## src/rtl/mul8_err_monitor.sv

```systemverilog
// Streaming error characterisation of an 8x8 approximate multiplier: accepted operands feed the multiplier, 2-stage compare vs exact, run statistics.
// Latency: a sample shows in the statistics 2 cycles after its accept edge; in_ready is derived only from state, acc and tgt.
module mul8_err_monitor #(
  parameter int CNT_W = 17,
  parameter int SAE_W = 32,
  parameter int SER_W = 33
) (
  input  logic             clk,
  input  logic             rst_n,
  input  logic             start,
  input  logic [CNT_W-1:0] cfg_count,
  input  logic             in_valid,
  output logic             in_ready,
  input  logic [7:0]       in_a,
  input  logic [7:0]       in_b,
  output logic [7:0]       mul_a,
  output logic [7:0]       mul_b,
  input  logic [15:0]      mul_o,
  output logic             busy,
  output logic             done,
  output logic [CNT_W-1:0] res_count,
  output logic [CNT_W-1:0] res_err_count,
  output logic [SAE_W-1:0] res_sae,
  output logic [SER_W-1:0] res_ser,
  output logic [15:0]      res_wce,
  output logic [7:0]       res_wce_a,
  output logic [7:0]       res_wce_b
);

  typedef enum logic [1:0] {IDLE, RUN, DRAIN, DONE} state_t;

  state_t           state;
  logic [CNT_W-1:0] tgt;
  logic [CNT_W-1:0] acc;
  logic             accept;

  // Stage 1: operands and approximate product as captured on the accept edge.
  logic             v1;
  logic [7:0]       a1, b1;
  logic [15:0]      p1;

  // Stage 2: error terms ready for accumulation.
  logic             v2;
  logic [7:0]       a2, b2;
  logic signed [17:0] err2;
  logic [15:0]      abs2;
  logic             mis2;

  logic [15:0]        exact_s;
  logic signed [17:0] err_s;
  logic signed [17:0] neg_s;
  logic [15:0]        abs_s;

  assign mul_a    = in_a;
  assign mul_b    = in_b;
  assign in_ready = (state == RUN) && (acc < tgt);
  assign accept   = in_valid && in_ready;

  always_comb begin
    exact_s = 16'(a1) * 16'(b1);
    err_s   = $signed({2'b00, p1}) - $signed({2'b00, exact_s});
    neg_s   = -err_s;
    abs_s   = err_s[17] ? neg_s[15:0] : err_s[15:0];
  end

  always_ff @(posedge clk) begin
    if (!rst_n) begin
      state         <= IDLE;
      busy          <= 1'b0;
      done          <= 1'b0;
      tgt           <= '0;
      acc           <= '0;
      v1            <= 1'b0;
      a1            <= '0;
      b1            <= '0;
      p1            <= '0;
      v2            <= 1'b0;
      a2            <= '0;
      b2            <= '0;
      err2          <= '0;
      abs2          <= '0;
      mis2          <= 1'b0;
      res_count     <= '0;
      res_err_count <= '0;
      res_sae       <= '0;
      res_ser       <= '0;
      res_wce       <= '0;
      res_wce_a     <= '0;
      res_wce_b     <= '0;
    end else begin
      v1 <= accept;
      if (accept) begin
        a1  <= in_a;
        b1  <= in_b;
        p1  <= mul_o;
        acc <= acc + CNT_W'(1);
      end

      v2 <= v1;
      if (v1) begin
        a2   <= a1;
        b2   <= b1;
        err2 <= err_s;
        abs2 <= abs_s;
        mis2 <= (err_s != 18'sd0);
      end

      if (v2) begin
        res_count     <= res_count + CNT_W'(1);
        res_err_count <= res_err_count + CNT_W'(mis2);
        res_sae       <= res_sae + SAE_W'(abs2);
        res_ser       <= res_ser + SER_W'(err2);
        // Strict compare keeps the operands of the first worst-case sample.
        if (abs2 > res_wce) begin
          res_wce   <= abs2;
          res_wce_a <= a2;
          res_wce_b <= b2;
        end
      end

      case (state)
        IDLE, DONE: begin
          if (start) begin
            tgt           <= cfg_count;
            acc           <= '0;
            res_count     <= '0;
            res_err_count <= '0;
            res_sae       <= '0;
            res_ser       <= '0;
            res_wce       <= '0;
            res_wce_a     <= '0;
            res_wce_b     <= '0;
            busy          <= 1'b1;
            done          <= 1'b0;
            state         <= (cfg_count != '0) ? RUN : DRAIN;
          end
        end
        RUN: begin
          if (acc == tgt) state <= DRAIN;
        end
        DRAIN: begin
          if (!v1 && !v2) begin
            state <= DONE;
            busy  <= 1'b0;
            done  <= 1'b1;
          end
        end
        default: state <= IDLE;
      endcase
    end
  end

endmodule

```

## config.mk

```make
export PLATFORM = sky130hd
export DESIGN_NAME = mul8_err_monitor
export DESIGN_NICKNAME = d
export VERILOG_FILES = /design/src/rtl/mul8_err_monitor.sv
export SDC_FILE = /design/constraint.sdc
export NUM_CORES = 1
export LEC_CHECK = 0
export ABC_AREA = 1
export ABC_CLOCK_PERIOD_IN_PS = 6700
export BUFFER_PORTS_ARGS = -buffer_cell sky130_fd_sc_hd__buf_2
export CORE_AREA = 2 2 167 169
export CTS_CLUSTER_SIZE = 20
export DETAILED_ROUTE_END_ITERATION = 8
export DIE_AREA = 0 0 169 171
export PLACE_DENSITY = 0.85
export SETUP_SLACK_MARGIN = 0.02
export SKIP_LAST_GASP = 1
export SYNTH_ARGS = -nofsm -noshare
export SYNTH_HDL_FRONTEND = slang
export SYNTH_SLANG_ARGS = --single-unit
```

## constraint.sdc

```tcl
create_clock -name clk -period 6.7 [get_ports clk]
set_input_delay 0.67 -clock clk [delete_from_list [all_inputs] [get_ports clk]]
set_output_delay 0.67 -clock clk [all_outputs]
set_load 0.005 [all_outputs]
```

# After elaboration in Yosys (flattened, before gate mapping)
# Cells that the tools add are included.
# Widths: inputs -> output; s select.
[word_totals]
register_bits = 253
output_inout_bits = 150
elab_cells = 91
[classes]
addsub = 7
mul = 1
n_lt_le_gt_ge = 2
n_eq_ne = 7
n_mux = 39
n_reduce_logical = 13
[ops]
columns = ["operator", "n"]
rows = [
  ["$mux 17", 9],
  ["$mux 33", 3],
  ["$mux 32", 3],
  ["$mux 16", 5],
  ["$mux 8", 8],
  ["$add 17x1->17 const B", 2],
  ["$add 33x33->33", 1],
  ["$add 32x16->32", 1],
  ["$reduce_bool 18->1", 1],
  ["$add 17x1->17", 1],
  ["$eq 17x17->1", 1],
  ["$lt 17x17->1", 1],
  ["$reduce_bool 17->1", 1],
  ["$sub 16x16->17", 1],
  ["$gt 16x16->1", 1],
  ["$mul 8x8->16", 1],
  ["$neg 16->16", 1],
  ["$mux 2", 4],
  ["$pmux 2 s3", 1],
  ["$reduce_and 3->1", 2],
  ["$eq 2x2->1 const B", 2],
  ["$mux 1", 4],
  ["$ne 2x2->1 const B", 2],
  ["$pmux 1 s2", 2],
  ["8 further kinds", 11],
]

# Logic depth before layout (Yosys ltp)
# Gate-level depths: netlist of the first run.
[depth]
ltp_word = 6
mapped_depth = 27
depth_no_buf = 26

# Worst setup path before layout of the first run
# No wires, ideal clock.
[synth_timing]
path_kind = "reg2reg"
from = "reg a1[5]"
to = "reg abs2[11]"
arrival_ns = 4.248
required_time_ns = 6.576
slack_ns = 2.328
path_stages_with_launch = 23
n_path_buf = 2
cell_sequence = "dfxtp_1 clkbuf_1 nand2_1 inv_1 fa_1 fa_1 inv_1 fa_1 inv_1 fa_1 inv_1 ha_1 nand2_2 inv_2 a21oi_2 nand3_2 a21oi_2 nand2_2 nand2_4 buf_6 a21oi_1 nor2_1 nor2_1"
[synth_via]
elab_chain_len = 4
[synth_lines]
columns = ["element", "line", "text"]
rows = [
  ["from (decl)", "39", "logic [7:0] a1, b1;"],
  ["from (signal assigned)", "93", "a1 <= in_a;"],
  ["$mul 8x8->16 *", "60", "exact_s = 16'(a1) * 16'(b1);"],
  ["$sub 16x16->17 *", "61", "err_s = $signed({2'b00, p1}) - $signed({2'b00, exact_s});"],
  ["$neg 16->16", "62", "neg_s = -err_s;"],
  ["$mux 16 *", "63", "abs_s = err_s[17] ? neg_s[15:0] : err_s[15:0];"],
  ["to (signal assigned)", "104", "abs2 <= abs_s;"],
  ["to (decl)", "46", "logic [15:0] abs2;"],
]
# Every way passes the cells marked *; elsewhere a longest branch is shown, timed or not.
# A chain may end at the register's enable or synchronous reset.

# Worst setup path after layout of the first run
[layout_timing]
from = "reg b1[7]"
to = "reg abs2[5]"
[layout_via]
elab_chain_len = 3
[layout_lines]
columns = ["element", "line", "text"]
rows = [
  ["from (decl)", "39", ""],
  ["from (signal assigned)", "94", "b1 <= in_b;"],
  ["$mul 8x8->16", "60", ""],
  ["$sub 16x16->17", "61", ""],
  ["$mux 16", "63", ""],
]
# No other way between the ends.

==> flow_metrics.tcl, run 1 <==
set metrics [dict create \
    crit_type "register to register" \
    p_leak_nw 9.56 \
    grt-ovfl-total 0 \
    crit_path_end "abs2[5]" \
    ant_nets 0 \
    rsz0062_at_grt "false" \
    area_growth_pct 12.1 \
    setup_viol 0 \
    drive_above_1_share_pct 12.5 \
    worstSkewPairLatency_ns 0.56 \
    worstRegToRegCells 20 \
    yosysWarningCount 0 \
    antenna_found_initial 0 \
    r2r_start "b1[7]" \
    ys_types 51 \
    grt_max_degree 95 \
    p_per_area_nw_per_um2 407 \
    clock_skew_ns 0.0118 \
    gp_congestion 0.964 \
    post_cts_buffers 0 \
    drt_iter0_markers 1084 \
    fin_crit_ns 4.72 \
    fin_nets 2859 \
    min_path_type "primary input to register" \
    layout_commonest_cell "nand2_1" \
    cap_violations 0 \
    cts.sink_count 252 \
    layout_common_cells "nand2_1 (441), inv_1 (406), nor2_1 (341)" \
    grt_pass1_wl_um 72900 \
    design.core.area_um2 27300 \
    viasPerCell 5.43 \
    critical_path.max_fanout 10 \
    first_global_vias 15540 \
    drc 0 \
    ir_drop_uv 336 \
    initial_core_util_pct 62.4 \
    setup_ws_ns 1.98 \
    r2r_end "abs2[5]" \
    tightest_slew_ns 1.09 \
    synth-seq-cells 252 \
    cts_max_level 1 \
    max_clock_freq_mhz 212 \
    cts_tree "done" \
    drv_slew 0 \
    rows 61 \
    antenna-diode-count 0 \
    hold_buffers 0 \
    period_share_pct 70.4 \
    grt_usage_pct 30.3 \
    hold_viol_final 0 \
    worstPathRequired_ns 7.14 \
    root_buffer "clkbuf_16" \
    slew_headroom_pct 27.3 \
    io_buffers 202 \
    synth_nets 2720 \
    whs_ns 0.367 \
    die_x_um 169 \
    outcome "finished clean" \
    path_clk_slew_ns 0.06 \
    yosysSeqAreaShare_pct 29.6 \
    start_kind "register" \
    clockBufferDepth 3 \
    fin_util_pct 69.9 \
    tns_ns 0 \
    numCtsBuffers 28 \
    fp.dieH_um 171 \
    dr.pass1.iters 5 \
    synth_area_um2 17000 \
    hold-path-cell-count 3 \
    syn-mean-instance-area_um2 6.85 \
    crit_start "b1[7]" \
    arrival_ns 5.16 \
    hpwl_um 33400 \
    drt-total-wl_um 44400 \
    post_cts_resized 0 \
    ioPinCount 203 \
    wl_per_cell_um 14.8 \
    dp_slack_ns 2.00 \
    vias 16250 \
    critPathCaptureType "register" \
    dieArea_um2 28900 \
    synthCells 2487 \
    r2r_slack_ns 1.98 \
]
-- final cells by class --
cell class,instances,area (um2)
repair buffers,210,1070
well taps,346,433
multi-input cells,1720,9970
clock inverters,14,209
flip-flops and latches,252,5050
inverters,414,1550
clock buffers,38,818
fillers,2293,8220
-- power by group --
group          switching (W)  leakage [nW]  internal (W)
sequential          0.000250          2.04       0.00171
combinational        0.00280          7.01       0.00135
clock               0.000648         0.505       0.00101
-- layer usage --
| metal | GRT usage [%] | part of all wire [%] | routed length (um) |
|---|---|---|---|
| met4 | 11.7 | 3.7 | 1630 |
| met5 | 0 | 0 | 0 |
| met2 | 55.3 | 49 | 21600 |
| met1 | 36.5 | 43 | 19000 |
| met3 | 3.72 | 4.9 | 2160 |
-- registers in the layout (all words and copies together), names as in the netlist, 15 cells and up --
signal,flops
abs2,15
res_ser,33
res_sae,32
res_wce,16
err2,17
tgt,17
res_err_count,17
res_count,17
p1,16
acc,17
-- cell usage after synthesis, drive strengths merged --
cell type	n	share of area [%]
a2111oi	1	0.088
a211oi	2	0.088
a21boi	4	0.18
a21o	7	0.31
a21oi	184	5.5
a31o	2	0.10
a31oi	12	0.44
and2	2	0.073
and3	5	0.18
buf	45	1.6
clkbuf	55	1.2
clkinv	3	0.066
dfxtp	252	30
dlygate4sd1	1	0.051
fa	51	6.0
ha	129	9.5
inv	411	9.1
nand2	466	11
nand3	114	3.6
nand3b	2	0.088
nand4	36	1.3
nor2	352	8.0
nor3	31	0.97
nor3b	4	0.21
nor4	13	0.48
o2111ai	1	0.051
o211a	1	0.059
o211ai	43	1.9
o21a	15	0.66
o21ai	190	5.6
o21bai	10	0.44
o221ai	1	0.051
or2	12	0.44
xnor2	8	0.41
xor2	22	1.1
-- through the flow --
step,area (um2),cells,total power (W)
2_1_floorplan,17000,2487,0.00520
3_3_place_gp,18100,2942,0.00601
3_5_place_dp,18100,2942,0.00609
4_1_cts,19100,2994,0.00777
5_1_grt,19100,2994,0.00850
6_report,19100,2994,0.00778
-- cells by family after synthesis --
family                   synth area share (%)
AND/OR/NAND/NOR                          26.0
buffers and inverters                    12.0
AO/OA/AOI/OAI                            15.5
flip-flops                               29.6
adder cells (fa/ha/maj)                  15.5
XOR/XNOR                                 1.54
-- worst min-delay path by stage --
stage	start	to	slack [ns]
5_1_grt	mul_o[2]	p1[2]	0.39
3_3_place_gp	p1[0]	p1[0]	0.45
2_1_floorplan	p1[0]	p1[0]	0.44
4_1_cts	mul_o[9]	p1[9]	0.35
3_5_place_dp	p1[0]	p1[0]	0.46
6_report	mul_o[9]	p1[9]	0.37
-- critical path, stage by stage (launching register included) --
cell and delay [ns]:
dfxtp_1 0.54, nand2_1 0.14, fa_1 0.53, fa_1 0.52, fa_1 0.54, inv_1 0.05
fa_1 0.53, inv_1 0.04, ha_1 0.37, nand2_1 0.11, inv_1 0.05, nand2_1 0.06
nand2_1 0.06, nand2_1 0.09, nand3_2 0.12, a21oi_2 0.19, nand2_1 0.09, nand2_2 0.13
o21ai_0 0.12, o21ai_0 0.25, nor2_1 0.07
Note: power is estimated with default switching activity, not from simulation.
==> inputs of run 2 (changes only) <==
- ABC_CLOCK_PERIOD_IN_PS: 6700 -> 4200
- CORE_AREA: 2 2 167 169 -> 2 2 181 183
- DIE_AREA: 0 0 169 171 -> 0 0 183 185
- PLACE_DENSITY: 0.85 -> 0.77
- clock period: 6.7 -> 4.2 ns (I/O delays scaled with it)
==> flow_metrics.tcl, run 2 (synthesis gave the netlist of run 1 again) <==
set metrics [dict create \
    grt_max_degree 94 \
    die_x_um 183 \
    fin_nets 2954 \
    setup_viol 18 \
    ioPinCount 203 \
    antenna_found_initial 0 \
    tightest_slew_ns 0.961 \
    rows 66 \
    area_growth_pct 21.3 \
    gp_congestion 0.932 \
    dp.cells 3084 \
    clock_skew_ns 0.0123 \
    worstSkewPairLatency_ns 0.58 \
    fin_crit_ns 4.40 \
    dieArea_um2 33900 \
    slew_headroom_pct 35.8 \
    drt-total-wl_um 48100 \
    outcome "finished, violations left" \
    rsz0062_at_grt "true" \
    initial_core_util_pct 53.2 \
    p_leak_nw 10.2 \
    ant_nets 0 \
    grt_usage_pct 27.8 \
    drv_slew 0 \
    slowest_delay_ns 0.54 \
    critPathSlowestCell "fa_1" \
    regMostFlops "res_ser" \
    cts_max_level 1 \
    period_share_pct 105 \
    start_kind "register" \
    vias 16877 \
    p_per_area_nw_per_um2 815 \
    whs_ns 0.109 \
    fin_cells 3151 \
    cap_violations 0 \
    arrival_ns 4.86 \
    setup_ws_ns -0.202 \
    layout_common_cells "nand2_1 (391), inv_1 (390), nor2_1 (327)" \
    drt_iter0_markers 1213 \
    drive_above_1_share_pct 20.1 \
    fin_util_pct 64.5 \
    fillers 2847 \
    ir_drop_uv 1030 \
    dr.pass1.iters 5 \
    layout_commonest_cell "nand2_1" \
    numCtsBuffers 28 \
    worst-path-buf-inv 6 \
    antenna-diode-count 0 \
    reg_top3 "res_ser: 33 flops, res_sae: 32 flops" \
    path_delay_family "adder cells" \
    violations "negative setup slack" \
    fp.dieH_um 185 \
    viasPerCell 5.36 \
    min_path_type "primary input to register" \
    root_buffer "clkbuf_16" \
    wl_per_cell_um 15.3 \
    max_clock_freq_mhz 227 \
    cts_tree "done" \
    critPathCaptureType "register" \
    clockBufferDepth 3 \
    largest_reg_flops 33 \
    design.core.area_um2 32000 \
    grt_pass1_wl_um 77700 \
    grt-ovfl-total 0 \
    path_clk_slew_ns 0.06 \
    crit_chain "buf_6 -> nand2_4 -> inv_2 -> fa_1 -> inv_2 -> fa_1 -> fa_1 -> inv_2 -> fa_1 -> inv_2 -> ha_4 -> nand2_4 -> nor2_2 -> nand3_2 -> nand3_4 -> a21oi_4 -> nand2_4 -> nand2_8 -> buf_4 -> nor3_2 -> nor2_1" \
    worstPathRequired_ns 4.66 \
    critical_path.max_fanout 7 \
    first_global_vias 16185 \
    crit_type "register to register" \
    drc 0 \
    hold_viol_final 0 \
    hpwl_um 36200 \
    cts.sink_count 252 \
    io_buffers 202 \
]
==> run 2: cell types whose count changed in the layout (fill, tap and decap cells not counted), sizes merged <==
cell / delta
nand2: +1
inv: -1
clkbuf: -1
bufinv: +4
buf: +94
clkinv: -2
==> run 2: metal layers <==
metal | track usage [%] | vias to the layer above | routed length [um]
met5 | 0 | - | 0
met4 | 12.1 | 0 | 2120
met3 | 3.36 | 132 | 2620
met2 | 48.9 | 517 | 22900
met1 | 34.4 | 7796 | 20500
li1 | - | 8432 | -
==> run 2: where the power goes <==
group / switching (W) / internal (W) / leakage, nW
combinational: 0.00642 / 0.00446 / 7.62
clock: 0.00107 / 0.00182 / 0.529
sequential: 0.000335 / 0.00274 / 2.05
total: 0.00783 / 0.00902 / 10.2
==> run 2: layout make-up <==
class | count | area (um2) | area share (%)
Inverter | 414 | 1560 | 7.55
Clock buffer | 37 | 786 | 3.80
Sequential cell | 252 | 5090 | 24.6
Multi-Input combinational cell | 1721 | 10600 | 51.3
Timing Repair Buffer | 304 | 1810 | 8.76
Clock inverter | 15 | 310 | 1.50
Tap cell | 408 | 510 | 2.47
==> run 2: worst reg2reg max path: stages, from the launching register on <==
cell	delay, ns
dfxtp_4	0.36
buf_6	0.13
nand2_4	0.05
inv_2	0.03
fa_1	0.51
inv_2	0.04
fa_1	0.47
fa_1	0.51
inv_2	0.04
fa_1	0.54
inv_2	0.05
ha_4	0.30
nand2_4	0.07
nor2_2	0.13
nand3_2	0.13
nand3_4	0.14
a21oi_4	0.08
nand2_4	0.16
nand2_8	0.10
buf_4	0.16
nor3_2	0.23
nor2_1	0.06
==> run 2: repair_timing <==
item / CTS / global route
hold buffers: 0 / 0
setup buffers: 11 / 4
resized for setup: 98 / 97
gates cloned: 1 / 0
setup endpoints to repair: 25 / 27
pin swaps: 61 / 54
==> run 2: worst paths after layout <==
| path | startpoint | endpoint | slack, ns | depth (start not counted) |
|---|---|---|---|---|
| setup / recovery | a1[5] | mis2 | -0.20 | 21 |
| hold / removal | mul_o[9] | p1[9] | 0.11 | 3 |
| setup reg to reg | a1[5] | mis2 | -0.20 | 21 |
| hold reg to reg | done | done | 0.46 | 2 |
==> run 2: metrics by stage <==
step	TNS, ns	cell area (um2)	setup slack (ns)	total power [W]
after floorplan	0	17100	0.0235	0.00842
after global placement	-2.77	18800	-0.308	0.0110
after detailed placement	-4.60	18800	-0.380	0.0112
after CTS	-0.502	20300	-0.0929	0.0152
after global routing	-6.42	20700	-0.405	0.0181
final	-2.12	20700	-0.202	0.0168
